### config.mk
export PLATFORM = sky130hd
export DESIGN_NAME = debounce
export DESIGN_NICKNAME = d
export VERILOG_FILES = /design/src/rtl/debounce.sv
export SDC_FILE = /design/constraint.sdc
export NUM_CORES = 1
export LEC_CHECK = 0
export BUFFER_PORTS_ARGS = -buffer_cell sky130_fd_sc_hd__buf_4
export CAP_MARGIN = 20
export CORE_MARGIN = 1.5
export CORE_UTILIZATION = 45
export DETAILED_ROUTE_END_ITERATION = 8
export GPL_TIMING_DRIVEN = 0
export SLEW_MARGIN = 20
export SYNTH_ARGS = -nofsm -noshare
export SYNTH_HDL_FRONTEND = slang
export SYNTH_SLANG_ARGS = --single-unit
### constraint.sdc
create_clock -name clock -period 9.4 [get_ports clock]
set_clock_uncertainty 0.2 [all_clocks]
set_input_delay 0.47 -clock clock [delete_from_list [all_inputs] [get_ports clock]]
set_output_delay 0.47 -clock clock [all_outputs]
set_load 0.005 [all_outputs]
### src/rtl/debounce.sv
// debounce: per-channel 2-flop synchroniser plus stable-time filter on a bank of buttons.
// Define DEBOUNCE_PULSE_EN to turn out into a 1-cycle pulse on each debounced press.
module debounce #(
    parameter int N = 5,
    parameter int STABLE_CYCLES = 2000000,
    localparam int CNT_W = $clog2(STABLE_CYCLES + 1)
) (
    input  logic         clock,
    input  logic         reset,
    input  logic [N-1:0] button,
    output logic [N-1:0] out
);
    localparam logic [CNT_W-1:0] LAST = CNT_W'(STABLE_CYCLES - 1);
    logic [N-1:0] sync1, sync2, level, level_nxt;
    logic [CNT_W-1:0] cnt [N];
    logic [CNT_W-1:0] cnt_nxt [N];
    // Any cycle where sync2 matches the level throws away the partial count.
    always_comb begin
        for (int i = 0; i < N; i++) begin
            level_nxt[i] = (sync2[i] != level[i] && cnt[i] == LAST) ? sync2[i] : level[i];
            cnt_nxt[i] = (sync2[i] == level[i] || cnt[i] == LAST) ? '0 : cnt[i] + CNT_W'(1);
        end
    end
    always_ff @(posedge clock or posedge reset) begin
        if (reset) begin
            sync1 <= '0;
            sync2 <= '0;
            level <= '0;
            cnt <= '{default: '0};
        end else begin
            sync1 <= button;
            sync2 <= sync1;
            level <= level_nxt;
            cnt <= cnt_nxt;
        end
    end
`ifdef DEBOUNCE_PULSE_EN
    always_ff @(posedge clock or posedge reset) begin
        if (reset) out <= '0;
        else out <= level_nxt & ~level;
    end
`else
    assign out = level;
`endif
endmodule

==> flow_summary.ini <==
[critical_path]
path_depth = 6
regToRegSetupSlack_ps = 7030
setup.worst_path.start = cnt[21]
endpoint = cnt[39]
reg2reg_depth = 6
critical_path_class = flop to flop
critPathMaxFanout = 7
start_kind = flop
cp.arrival_ps = 2510
r2r-start = cnt[21]
crit_buf_inv = 1
crit_family = simple AND/OR/NAND/NOR gates
end_kind = flop
cp.required_ps = 9530
timing.rr.end = cnt[39]
cp_slowest_cell = or4b_1
slowest_delay_ps = 470
crit_chain = ha_1 > nand2_1 > or4_1 > buf_2 > or4b_1 > a21oi_1

[logic_synthesis]
synth.area.top_cells = dfrtp_1 (52%), xnor2_1 (5.8%), nor2_1 (5.0%)
synth_compound_area_share_pct = 7.691
ys_seq_area_share_pct = 52.44
synthAdderAreaFrac_pct = 1.092
synth.largest_area_cell = dfrtp_1
synth_edf_count = 0
synth.distinct_cells = 35
synth_top_family_by_area = simple AND/OR/NAND/NOR gates
synthXorXnorAreaFrac_pct = 9.635
synth_flop_cell = dfrtp_1
synth_area_um2 = 5727
synth_simple_gate_area_share_pct = 25.37
netlist_instances = 583
ys_async_sr_fraction_pct = 100.0
syn_nets = 595
synth_warnings = 0
post_synth_most_frequent_cells = dfrtp_1 (120), nor2_1 (76), nand3_1 (41)
synthMuxAreaShare_pct = 0.9832
avgSynthCellArea_um2 = 9.823
yosysMostFrequentCell = dfrtp_1
yosysTopAreaCellShare_pct = 52.44
yosys_register_bits = 120

[placement]
dp_slack_ps = 7007
placed_area_um2 = 6057
gp_congestion = 0.7887
portBuffers = 11
dp_hpwl_mm = 6.943

[detailed_routing]
vias = 4260
wl_per_cell_um = 12.88
drcViolationCount = 0
drt_iter0_drc = 281
vias_per_cell = 5.292
wirelength_mm = 10.37
top_layer = met4
dr_wl_met2_mm = 4.703
ant_nets = 0
wl_met1_mm = 5.215
drtPass1Iterations = 5
wl_met3_um = 287

[sta]
finalWorstSetupSlack_ps = 7025
drv_slew = 0
rsz0062_at_grt = no
hold_violations = 0
tightest_slew_ps = 481.8
fin_crit_sh_pct = 25.26
timing.fmax_ghz = 0.4211
tns_ps = 0
finalSetupViolCount = 0
slew_headroom_pct = 67.88
fin_crit_ps = 2375

[pwr]
switching_share_pct = 20.20
p_seq_share_pct = 43.3
internal_power_uw = 978.8
p_per_area_nw_per_um2 = 182.4
p_leak_nw = 2.686
max-vdd-ir-drop_uv = 142.5
p_comb_share_pct = 2.8
clockPowerShare_pct = 53.8
switchingPower_uw = 247.7

[outcome]
status = complete, no violations

[global_route]
grt_start_max_net_pins = 75
grt_overflow = 0
track_usage_pct = 17.73
grt_pass1_wl_mm = 18.80
first_global_vias = 4161
antenna_found_initial = 0

[finish]
fillCellCount = 1146
fin_util_pct = 53.74
multiInputGateArea_um2 = 2564
regArea_um2 = 3003
area_delta_synth_final_pct = 17.46
finalNetCount = 632
drive_gt1_share_pct = 8.373
num_antenna_cells = 0
fin_area_um2 = 6726

[die]
start_util_pct = 45.75
ios = 12
core_um2 = 12520
dieArea_um2 = 13410
die_w_um = 115.8
rows = 41
die_y_um = 115.8

[clock_network]
cts_resized = 0
cts.sinks = 120
cts.hold.buffers_added = 6
cts_setup_buffers = 0
numCtsBuffers = 17
cts-root-buf = clkbuf_16
clk-insertion-delay-late_ps = 410
cts_tree = yes
clockBufferDepth = 2
clk_pin_slew_ps = 50
h-tree-depth = 4

[job]
drv_cap = 0

[hold_path]
min_path_type = flop to flop
kinds of logic (layout without fill, tap and decap cells):
family	count (synthesis)	in the layout
AOI/OAI and AO/OA	79	79
xor gates and xnor gates	63	63
adders and majority gates	5	5
buffers and inverters	41	91
DFF	120	120
muxes	5	5
and+or+nand+nor	270	270
power groups by stage:
stage	sequential [mW]	combinational, mW	clock, mW
global placement	0.540	0.0321	0
floorplan	0.539	0.0231	0
finish	0.532	0.0348	0.660
detailed placement	0.540	0.0345	0
global route	0.532	0.0411	0.703
CTS	0.532	0.0364	0.677
cell type report:
| cell class | count | share of cell area (%) |
|---|---|---|
| multi-input cells | 422 | 38.11 |
| flip-flops and latches | 120 | 44.64 |
| well taps | 172 | 3.199 |
| plain buffers | 19 | 1.153 |
| clock inverters | 8 | 1.749 |
| inverters | 22 | 1.302 |
| clock buffers | 24 | 7.310 |
| repair buffers | 18 | 2.530 |
registers in the layout, summed over array words and instances (netlist names):
name,count
cnt,105
out,5
sync2,5
sync1,5
worst min path at each step:
| stage | from | endpoint | depth (start not counted) |
|---|---|---|---|
| 6_report | sync1[3] | sync2[3] | 0 |
| 5_1_grt | sync1[3] | sync2[3] | 0 |
| 4_1_cts | sync1[3] | sync2[3] | 0 |
| 3_5_place_dp | sync1[3] | sync2[3] | 0 |
| 3_3_place_gp | sync1[1] | sync2[1] | 0 |
| 2_1_floorplan | sync1[0] | sync2[0] | 0 |
cells in the final DEF (no fill, tap or decap), drive strengths merged, types with 15 or more instances in the layout:
cell | netlist | final
a21oi | 37 | 37
buf | 3 | 15
clkbuf | 16 | 40
dfrtp | 120 | 120
inv | 22 | 22
nand2 | 33 | 33
nand3 | 41 | 41
nand4 | 19 | 19
nor2 | 76 | 76
nor3 | 17 | 17
o21ai | 26 | 26
o31ai | 16 | 16
or3 | 23 | 23
or4 | 23 | 23
xnor2 | 38 | 38
xor2 | 25 | 25
routing by layer:
layer	GRT usage [%]	up-vias
li1	-	2149
met1	23.50	2055
met2	27.18	39
met3	5.701	17
met4	6.911	0
met5	0	-
stage by stage:
stage,instances,total power [mW],hold slack (ps)
floorplan,583,0.5620,131.2
global placement,766,0.5724,134.6
detailed placement,767,0.5749,136.3
CTS,805,1.245,148.2
global route,805,1.276,154.3
finish,805,1.227,146.2
(Power assumes the default switching activity.)
